`src/rtl/ysyx_25020047_lsu_pkg.sv`:
```
// Shared encodings for the load/store unit: memory op codes, FSM states,
// and byte-strobe base patterns that get shifted into lane position.
package ysyx_25020047_lsu_pkg;

  localparam logic [3:0] OP_NONE = 4'd0;
  localparam logic [3:0] OP_LB   = 4'd1;
  localparam logic [3:0] OP_LH   = 4'd2;
  localparam logic [3:0] OP_LW   = 4'd3;
  localparam logic [3:0] OP_LBU  = 4'd4;
  localparam logic [3:0] OP_LHU  = 4'd5;
  localparam logic [3:0] OP_SB   = 4'd6;
  localparam logic [3:0] OP_SH   = 4'd7;
  localparam logic [3:0] OP_SW   = 4'd8;

  typedef enum logic [1:0] {
    S_IDLE,
    S_REQ,
    S_WAIT,
    S_DONE
  } lsu_state_e;

  localparam logic [3:0] STRB_BYTE = 4'b0001;
  localparam logic [3:0] STRB_HALF = 4'b0011;
  localparam logic [3:0] STRB_WORD = 4'b1111;

endpackage

```
`src/rtl/ysyx_25020047_lsu_align.sv`:
```
// Combinational lane logic: store strobes and replication, load extraction
// and extension, and alignment checking for a given op and byte lane.
module ysyx_25020047_lsu_align
  import ysyx_25020047_lsu_pkg::*;
(
  input  logic [3:0]  op,
  input  logic [1:0]  lane,
  input  logic [31:0] wdata,
  input  logic [31:0] rdata,
  output logic [3:0]  wstrb,
  output logic [31:0] wdata_rep,
  output logic [31:0] load_data,
  output logic        misaligned,
  output logic        is_mem,
  output logic        is_store
);

  logic [7:0]  byte_v;
  logic [15:0] half_v;

  always_comb begin
    case (lane)
      2'd0:    byte_v = rdata[7:0];
      2'd1:    byte_v = rdata[15:8];
      2'd2:    byte_v = rdata[23:16];
      default: byte_v = rdata[31:24];
    endcase
    half_v = lane[1] ? rdata[31:16] : rdata[15:0];
  end

  always_comb begin
    wstrb      = '0;
    wdata_rep  = wdata;
    load_data  = '0;
    misaligned = 1'b0;
    is_mem     = 1'b1;
    is_store   = 1'b0;
    case (op)
      OP_LB:  load_data = {{24{byte_v[7]}}, byte_v};
      OP_LBU: load_data = {24'b0, byte_v};
      OP_LH: begin
        misaligned = lane[0];
        load_data  = {{16{half_v[15]}}, half_v};
      end
      OP_LHU: begin
        misaligned = lane[0];
        load_data  = {16'b0, half_v};
      end
      OP_LW: begin
        misaligned = (lane != 2'd0);
        load_data  = rdata;
      end
      OP_SB: begin
        is_store  = 1'b1;
        wstrb     = STRB_BYTE << lane;
        wdata_rep = {4{wdata[7:0]}};
      end
      OP_SH: begin
        is_store   = 1'b1;
        misaligned = lane[0];
        wstrb      = STRB_HALF << lane;
        wdata_rep  = {2{wdata[15:0]}};
      end
      OP_SW: begin
        is_store   = 1'b1;
        misaligned = (lane != 2'd0);
        wstrb      = STRB_WORD;
      end
      default: is_mem = 1'b0;
    endcase
  end

endmodule

```
`src/rtl/ysyx_25020047_lsu.sv`:
```
// Load/store unit: one valid/ready bus transaction per op, with timeout,
// returning extended load data (or a passthrough value) to writeback.
module ysyx_25020047_lsu
  import ysyx_25020047_lsu_pkg::*;
#(
  parameter int unsigned TIMEOUT_CYCLES = 255,
  parameter int unsigned CNT_W          = 8
) (
  input  logic        clk,
  input  logic        rst,
  input  logic        in_valid,
  output logic        in_ready,
  input  logic [3:0]  in_op,
  input  logic [31:0] in_addr,
  input  logic [31:0] in_wdata,
  output logic        out_valid,
  input  logic        out_ready,
  output logic [31:0] out_rdata,
  output logic        out_err,
  output logic        mem_req_valid,
  input  logic        mem_req_ready,
  output logic        mem_req_wen,
  output logic [31:0] mem_req_addr,
  output logic [31:0] mem_req_wdata,
  output logic [3:0]  mem_req_wstrb,
  input  logic        mem_resp_valid,
  input  logic [31:0] mem_resp_rdata,
  input  logic        mem_resp_err
);

  lsu_state_e       state_q, state_d;
  logic [CNT_W-1:0] cnt_q;
  logic [3:0]       op_q;
  logic [1:0]       lane_q;

  logic [3:0]  op_sel;
  logic [1:0]  lane_sel;
  logic [3:0]  al_wstrb;
  logic [31:0] al_wdata;
  logic [31:0] al_load;
  logic        al_misaligned;
  logic        al_is_mem;
  logic        al_is_store;
  logic        accept;
  logic        timeout;

  // One aligner serves both phases: the incoming op while idle, the latched op afterwards.
  assign op_sel   = (state_q == S_IDLE) ? in_op : op_q;
  assign lane_sel = (state_q == S_IDLE) ? in_addr[1:0] : lane_q;

  ysyx_25020047_lsu_align u_align (
    .op         (op_sel),
    .lane       (lane_sel),
    .wdata      (in_wdata),
    .rdata      (mem_resp_rdata),
    .wstrb      (al_wstrb),
    .wdata_rep  (al_wdata),
    .load_data  (al_load),
    .misaligned (al_misaligned),
    .is_mem     (al_is_mem),
    .is_store   (al_is_store)
  );

  assign in_ready      = (state_q == S_IDLE) && !rst;
  assign out_valid     = (state_q == S_DONE);
  assign mem_req_valid = (state_q == S_REQ);
  assign accept        = in_valid && in_ready;
  assign timeout       = (cnt_q == CNT_W'(TIMEOUT_CYCLES - 1));

  always_comb begin
    state_d = state_q;
    case (state_q)
      S_IDLE: if (accept) state_d = (!al_is_mem || al_misaligned) ? S_DONE : S_REQ;
      S_REQ:  if (mem_req_ready) state_d = S_WAIT;
      S_WAIT: if (mem_resp_valid || timeout) state_d = S_DONE;
      S_DONE: if (out_ready) state_d = S_IDLE;
      default: state_d = S_IDLE;
    endcase
  end

  always_ff @(posedge clk) begin
    if (rst) begin
      state_q       <= S_IDLE;
      cnt_q         <= '0;
      op_q          <= '0;
      lane_q        <= '0;
      out_rdata     <= '0;
      out_err       <= 1'b0;
      mem_req_wen   <= 1'b0;
      mem_req_addr  <= '0;
      mem_req_wdata <= '0;
      mem_req_wstrb <= '0;
    end else begin
      state_q <= state_d;
      case (state_q)
        S_IDLE: if (accept) begin
          op_q   <= in_op;
          lane_q <= in_addr[1:0];
          if (!al_is_mem) begin
            out_rdata <= in_addr;
            out_err   <= 1'b0;
          end else if (al_misaligned) begin
            out_rdata <= '0;
            out_err   <= 1'b1;
          end else begin
            mem_req_wen   <= al_is_store;
            mem_req_addr  <= {in_addr[31:2], 2'b00};
            mem_req_wdata <= al_wdata;
            mem_req_wstrb <= al_wstrb;
          end
        end
        S_REQ: if (mem_req_ready) cnt_q <= '0;
        S_WAIT: begin
          cnt_q <= cnt_q + CNT_W'(1);
          // A response in the final timeout cycle still counts as a response.
          if (mem_resp_valid) begin
            out_err   <= mem_resp_err;
            out_rdata <= (al_is_store || mem_resp_err) ? '0 : al_load;
          end else if (timeout) begin
            out_err   <= 1'b1;
            out_rdata <= '0;
          end
        end
        default: ;
      endcase
    end
  end

endmodule

```
`config.mk`:
```
export PLATFORM = sky130hd
export DESIGN_NAME = ysyx_25020047_lsu
export DESIGN_NICKNAME = d
export VERILOG_FILES = /design/src/rtl/ysyx_25020047_lsu_pkg.sv /design/src/rtl/ysyx_25020047_lsu_align.sv /design/src/rtl/ysyx_25020047_lsu.sv
export SDC_FILE = /design/constraint.sdc
export NUM_CORES = 1
export LEC_CHECK = 0
export BUFFER_PORTS_ARGS = -buffer_cell sky130_fd_sc_hd__buf_2
export CORE_ASPECT_RATIO = 1.25
export CORE_MARGIN = 3
export CORE_UTILIZATION = 52
export CTS_CLUSTER_DIAMETER = 30
export DETAILED_ROUTE_END_ITERATION = 10
export PLACE_DENSITY = 0.82
export SLEW_MARGIN = 20
export SYNTH_ARGS = -nofsm -noshare
export SYNTH_HDL_FRONTEND = slang
export SYNTH_SLANG_ARGS = --single-unit
```
`constraint.sdc`:
```
create_clock -name clk -period 3.6 [get_ports clk]
set_clock_uncertainty 0.1 [all_clocks]
set_input_delay 0 -clock clk [delete_from_list [all_inputs] [get_ports clk]]
set_output_delay 0 -clock clk [all_outputs]
set_load 0.01 [all_outputs]
```
Yosys cells after proc, flatten, opt, wreduce, memory -nomap -nowiden
Index checks and enable logic that the tools add are counted.

storage, ports and cells
  flip-flop bits (word level) = 116
  input port bits = 107
  output and inout bits = 105
  logic and storage cells = 86

operators by class
  add/subtract/negate cells = 1
  eq/ne operators = 20
  shift-type cells = 2
  muxes and demuxes = 31
  bitwise gates (word level) = 1
  reduce and logical (&&, ||, !) cells = 21

operator list
  operator                                       count
  2-to-1 mux 32 bit                              6
  one-hot mux 32 bit (5 select lines)            1
  one-hot mux 32 bit (2 select lines)            2
  one-hot mux 8 bit (3 select lines)             1
  == test 4 x 3 -> 1 bit, second input constant  4
  2-to-1 mux 16 bit                              1
  one-hot mux 8 bit (2 select lines)             1
  2-to-1 mux 2 bit                               6
  one-hot mux 4 bit (3 select lines)             1
  AND reduction 4 bit                            3
  adder 8 x 1 -> 8 bit, second input constant    1
  == test 4 x 2 -> 1 bit, second input constant  2
  == test 8 bit, second input constant           1
  2-to-1 mux 8 bit                               1
  one-hot mux 2 bit (4 select lines)             1
  OR reduction 8 bit                             1
  2-to-1 mux 1 bit                               7
  == test 2 bit, second input constant           3
  inequality test 3 bit, second input constant   2
  nonzero test 2 bit                             3
  OR reduction 3 bit                             2
  == test 2 x 1 -> 1 bit, second input constant  2
  == test 4 x 1 -> 1 bit, second input constant  1
  == test 4 bit, second input constant           1
  13 further kinds                               22

Depth between registers and ports, before layout
  depth in word-level cells = 10
  mapped depth = 11
  gate-level depth less buffers = 7

Modules after synthesis
A second synthesis with hierarchy kept.

second synthesis, totals
  cells, all modules = 738
  area total of the unflattened synthesis = 6133.4 um2

by module, submodules not included
  module                   instances  cells each  area each (um2)  sequential area each (um2)
  ysyx_25020047_lsu        1          562         4865.9           2322.2
  ysyx_25020047_lsu_align  1          176         1267.5           0.0

Worst setup path after synthesis
OpenSTA, ideal clock, no wires.

  path type = register to register
  from = reg state_q[0]
  to = reg out_rdata[2]
  library setup time = 141 ps
  arrival time = 2366 ps
  required time = 3359 ps
  slack = 993 ps
  stages on the path, launching flop included = 10
  path buffers = 2
  period minus slack after synthesis = 2607 ps
  path through = dfxtp_1 -> inv_1 -> ha_1 -> buf_6 -> mux2i_2 -> buf_2 -> mux4_2 -> a22oi_1 -> a21o_1 -> a311oi_2

on the way
  longest elaborated chain between the ends = 9
  elaborated cells between the ends (all ways) = 39
  those cells by class = eq/ne (14); mux (13); reduce/logical (12)

RTL lines
  what                                                                         RTL line                  RTL
  start: declaration                                                           ysyx_25020047_lsu.sv:31   lsu_state_e state_q, state_d;
  start signal: assignment                                                     ysyx_25020047_lsu.sv:94   state_q <= state_d;
  branches (longest 9 deep; another with one-hot mux 32 bit (5 select lines))  -
  end signal: assignment                                                       ysyx_25020047_lsu.sv:100  out_rdata <= in_addr;
  end signal: assignment                                                       ysyx_25020047_lsu.sv:118  out_rdata <= (al_is_store || mem_resp_err) ? '0 : al_load;
  end: declaration                                                             ysyx_25020047_lsu.sv:18   output logic [31:0] out_rdata,

Parallel ways; which one is timed is not known. The select of a mux whose other input is x is not followed.
A chain may end at the register's enable or synchronous reset.

Worst setup path in the final report
  from = reg state_q[0]
  to = reg out_rdata[19]

Same word-level chain as after synthesis.

==> results.md <==
- For this design the ratio of total power to cell area is 742.9 mW/mm^2.
- The area of the core region is 0.01222 sq mm.
- The maximum number of pins on one net before global-route repair is 73.
- The die width is 106.4 um.
- The dominant combinational cell family by area after synthesis is compound AO/OA/AOI/OAI gates.
- For the pin with the worst max-slew slack, the measured transition is 0.8070 ns.
- The cell at the root of the clock tree is sky130_fd_sc_hd__clkbuf_16.
- The count of buffers added on input and output ports is 209.
- The peak clock frequency supported by timing is 288.9 MHz.
- The fraction of synthesized cell area taken by the top area cell type is 0.3547.
- In the layout the commonest cells are 208 x sky130_fd_sc_hd__buf_2, 116 x sky130_fd_sc_hd__dfxtp_1, 99 x sky130_fd_sc_hd__dlygate4sd3_1.
- The total power is 6.945 mW.
- The share of the cycle needed by the critical path after routing is 0.9614.
- The most used flip-flop cell after synthesis is sky130_fd_sc_hd__dfxtp_1.
- Leaving out fill and tap cells, the most frequent cell in the layout is sky130_fd_sc_hd__buf_2.
- The buffer depth of the longest clock path is 2.
- The site row count is 45.
- The sum of routed wire length over all layers is 25.06 mm.
- The routed via count is 7803.
- The clock transition at the registers of the reported paths is 0.06 ns.
- In the final layout, the share of cells above drive strength 1 is 0.3070.
- The detailed router's first-iteration violation count is 841.
- TritonCTS built the clock tree.
- By area the synthesized netlist is led by sky130_fd_sc_hd__dfxtp_1 35%, sky130_fd_sc_hd__nand3_1 5.4%, sky130_fd_sc_hd__a21oi_1 5.2%.
- Data on the critical path is required at its endpoint by 3.80 ns.
- The number of antenna diodes in the final layout is 0.
- Clock tree synthesis found a total of 116 sinks.
- Setup repair after global routing left no endpoint under its margin.
- The initial antenna violation count is 0.
- The number of ports placed on the die boundary is 212.
- The die extent in y is 131.4 um.
- Clock tree synthesis inserted a total of 17 buffers.
- The instance area after placement is 0.007719 sq mm.
- The signed area change from the synthesized netlist to the final layout is 42.81%.
- The leakage power is 3.719 nW.
- The wire length per cell after detailed routing is 20.39 um.
- The number of nets in the final layout is 1166.
- The number of instances in the synthesized netlist is 771.
- In this run the tightest slew margin relative to its limit is 0.4620.
- The number of synthesized flops with an enable pin is 0.
- The max-slew violation total from the final report is 0.
- The synthesized area per cell is 8.491 sq um.
- Traced cell by cell, the critical path runs through inv_1 -> ha_1 -> buf_4 -> buf_4 -> mux2_4 -> mux4_2 -> a32o_4 -> o21ai_1 -> a311oi_1 -> dlygate4sd3_1.
- Setup violations remaining at the end of the flow were counted as 0.
- The finished cells cover 0.009349 sq mm.
- Adding up every negative setup slack in the final design gives 0 ns.
- The area enclosed by the die boundary is 0.01398 sq mm.
- The sum of net half-perimeters after detailed placement is 15.37 mm.
- At the end of routability-driven placement, the weighted congestion stood at 0.9070.
- The post-synthesis compound-gate area fraction is 0.3112.
- The first-pass detailed-route iteration total is 7.
- The detail route stage leaves a number of antenna-violating nets equal to 0.
- Across the VDD grid, the largest voltage drop is 0.4188 mV.
- The number of global-route vias before repair is 7451.
- The critical-path cell with the highest stage delay is sky130_fd_sc_hd__dlygate4sd3_1.
- The portion of synthesized area spent on multiplexers is 0.07053.
- The count of unique library cells instantiated by Yosys is 66.
- On the worst path, the slowest cell contributes a delay of 0.63 ns.
- The first global-routing pass estimated 38.66 mm of wire.
- Summed over all layers, the global routing overflow is 0.
- The run finished with clean final reports.
- For this run, asynchronously set or reset flops after synthesis account for 0.
- Data arrives at the worst endpoint at 3.66 ns.
- In the global route stage, overall resource usage came out at 0.3442.
- The remaining routing DRC violations is 0.
- The Yosys warning count is 0.
- The category of the critical setup timing path is register to register.
- The max-cap check violation count is 0.
- The largest area contributor in the synthesized netlist is sky130_fd_sc_hd__dfxtp_1.
- Among the stages of the critical path, the cell type that occurs most often is sky130_fd_sc_hd__buf_4.
- The post-detailed-route via-to-cell ratio is 6.349.
- The tightest hold path in the finished design has a slack of 0.02286 ns.
- The initial core utilization is 0.5358.
- The maximum fanout along the worst path is 21.
- The post-synthesis share of cell area spent on full adders, half adders and majority gates is 0.01147.
- At the later pin of the worst-skew pair, clock insertion delay measures 0.41 ns.
- Summing every instance area after synthesis gives 0.006546 sq mm.
- Synthesis inferred 116 register bits.
- In this run the number of H-tree levels came out at 4.
- STA classifies the critical path endpoint as a register.
- The minimum clock period is 3.461 ns.
- The count of final hold-check violations is 0.
- The kind of start point of the critical path is a register.
- The share of the Yosys chip area taken by registers is 0.3547.
- The kind of path behind the tightest hold check is primary input to register.
- Of the total synthesized cell area, the portion taken by AND, OR, NAND and NOR gates is 0.1892.
- The XOR/XNOR share of the synthesized area is 0.006690.
[metal layers]
metal / global-route usage / up-vias / wire [um]
li1: - / 3503 / -
met1: 0.3925 / 3600 / 8838
met2: 0.5891 / 574 / 12100
met3: 0.07715 / 126 / 2619
met4: 0.1893 / 0 / 1505
met5: 0 / - / 0
[worst max-delay path, delay by kind of cell, from the launching register on]
kind | cells | cell delay, ns
flip-flops | 1 | 0.34
buffers and inverters | 4 | 1.22
multiplexers | 2 | 0.86
adder cells (fa/ha/maj) | 1 | 0.15
AO/OA/AOI/OAI | 3 | 0.67
[area by class of cell]
cell class                      count  area, sq um
Inverter                            7        26.28
Clock buffer                       18        429.2
Fill cell                         844         2869
Timing Repair Buffer              336         2270
Multi-Input combinational cell    575         3935
Tap cell                          164        205.2
Clock inverter                     13        161.4
Sequential cell                   116         2322
[cell usage after synthesis, types with 3 or more instances]
cell and count:
sky130_fd_sc_hd__nor2_1 13, sky130_fd_sc_hd__and2_1 19, sky130_fd_sc_hd__nand3b_1 3, sky130_fd_sc_hd__a311oi_1 37, sky130_fd_sc_hd__mux4_2 8, sky130_fd_sc_hd__mux2_2 12, sky130_fd_sc_hd__buf_2 12, sky130_fd_sc_hd__xor2_1 5
sky130_fd_sc_hd__buf_4 8, sky130_fd_sc_hd__o21ai_0 47, sky130_fd_sc_hd__a311oi_2 6, sky130_fd_sc_hd__ha_1 6, sky130_fd_sc_hd__o211ai_1 8, sky130_fd_sc_hd__mux2i_2 3, sky130_fd_sc_hd__a21oi_1 68, sky130_fd_sc_hd__o21ai_1 23
sky130_fd_sc_hd__a21o_1 8, sky130_fd_sc_hd__inv_1 7, sky130_fd_sc_hd__nor3_1 17, sky130_fd_sc_hd__nand2_1 74, sky130_fd_sc_hd__o31ai_1 4, sky130_fd_sc_hd__nand4_1 6, sky130_fd_sc_hd__clkbuf_1 51, sky130_fd_sc_hd__or3_1 3
sky130_fd_sc_hd__nand2b_1 17, sky130_fd_sc_hd__a2111oi_4 4, sky130_fd_sc_hd__a31oi_1 35, sky130_fd_sc_hd__mux2i_1 3, sky130_fd_sc_hd__a22oi_1 15, sky130_fd_sc_hd__o2111ai_1 16, sky130_fd_sc_hd__nand3_1 71, sky130_fd_sc_hd__a211oi_2 4
sky130_fd_sc_hd__dfxtp_1 116
[timing repair]
action | CTS | global route
hold endpoints to repair | 108 | 0
gates resized for setup | 0 | 6
hold buffers | 99 | 0
buffers inserted | 0 | 1
endpoints found under the setup margin | 0 | 1
[logic make-up after synthesis]
kind of cell | after synthesis
AOI/OAI and AO/OA | 291
xor gates and xnor gates | 5
adders and majority gates | 6
buffers and inverters | 81
DFF | 116
muxes | 30
other | 1
and+or+nand+nor | 241
[where the power goes]
| group | total, mW | switching, mW | internal, mW |
|---|---|---|---|
| Clock | 1.71 | 0.632 | 1.08 |
| Combinational | 3.46 | 2.11 | 1.36 |
| Sequential | 1.77 | 0.183 | 1.58 |
| Total | 6.94 | 2.92 | 4.02 |
[flip-flops by register name, indices dropped and copies added (netlist names)]
signal / flops
cnt_q: 8
lane_q: 2
mem_req_addr: 30
mem_req_wdata: 32
mem_req_wen: 1
mem_req_wstrb: 4
op_q: 4
out_err: 1
out_rdata: 32
state_q: 2
[metrics by stage]
step | instances | setup slack [ns] | utilization
floorplan | 772 | 0.9929 | -
global placement | 1098 | 0.5002 | 0.6317
detailed placement | 1098 | 0.4541 | 0.6317
CTS | 1228 | 0.04359 | 0.7612
global route | 1229 | 0.002494 | 0.7652
finish | 1229 | 0.1391 | 0.7652
[final timing paths]
kind,start,end,slack [ns],depth (start not counted)
min reg2reg,mem_req_addr[25]$_SDFFE_PP0P_,mem_req_addr[25]$_SDFFE_PP0P_,0.37,2
max,state_q[0]$_SDFFE_PP0P_,out_rdata[19]$_SDFFE_PP0P_,0.14,10
max reg2reg,state_q[0]$_SDFFE_PP0P_,out_rdata[19]$_SDFFE_PP0P_,0.14,10
min,mem_resp_rdata[21],out_rdata[21]$_SDFFE_PP0P_,0.02,4
Note: power is estimated with default switching activity, not from simulation.
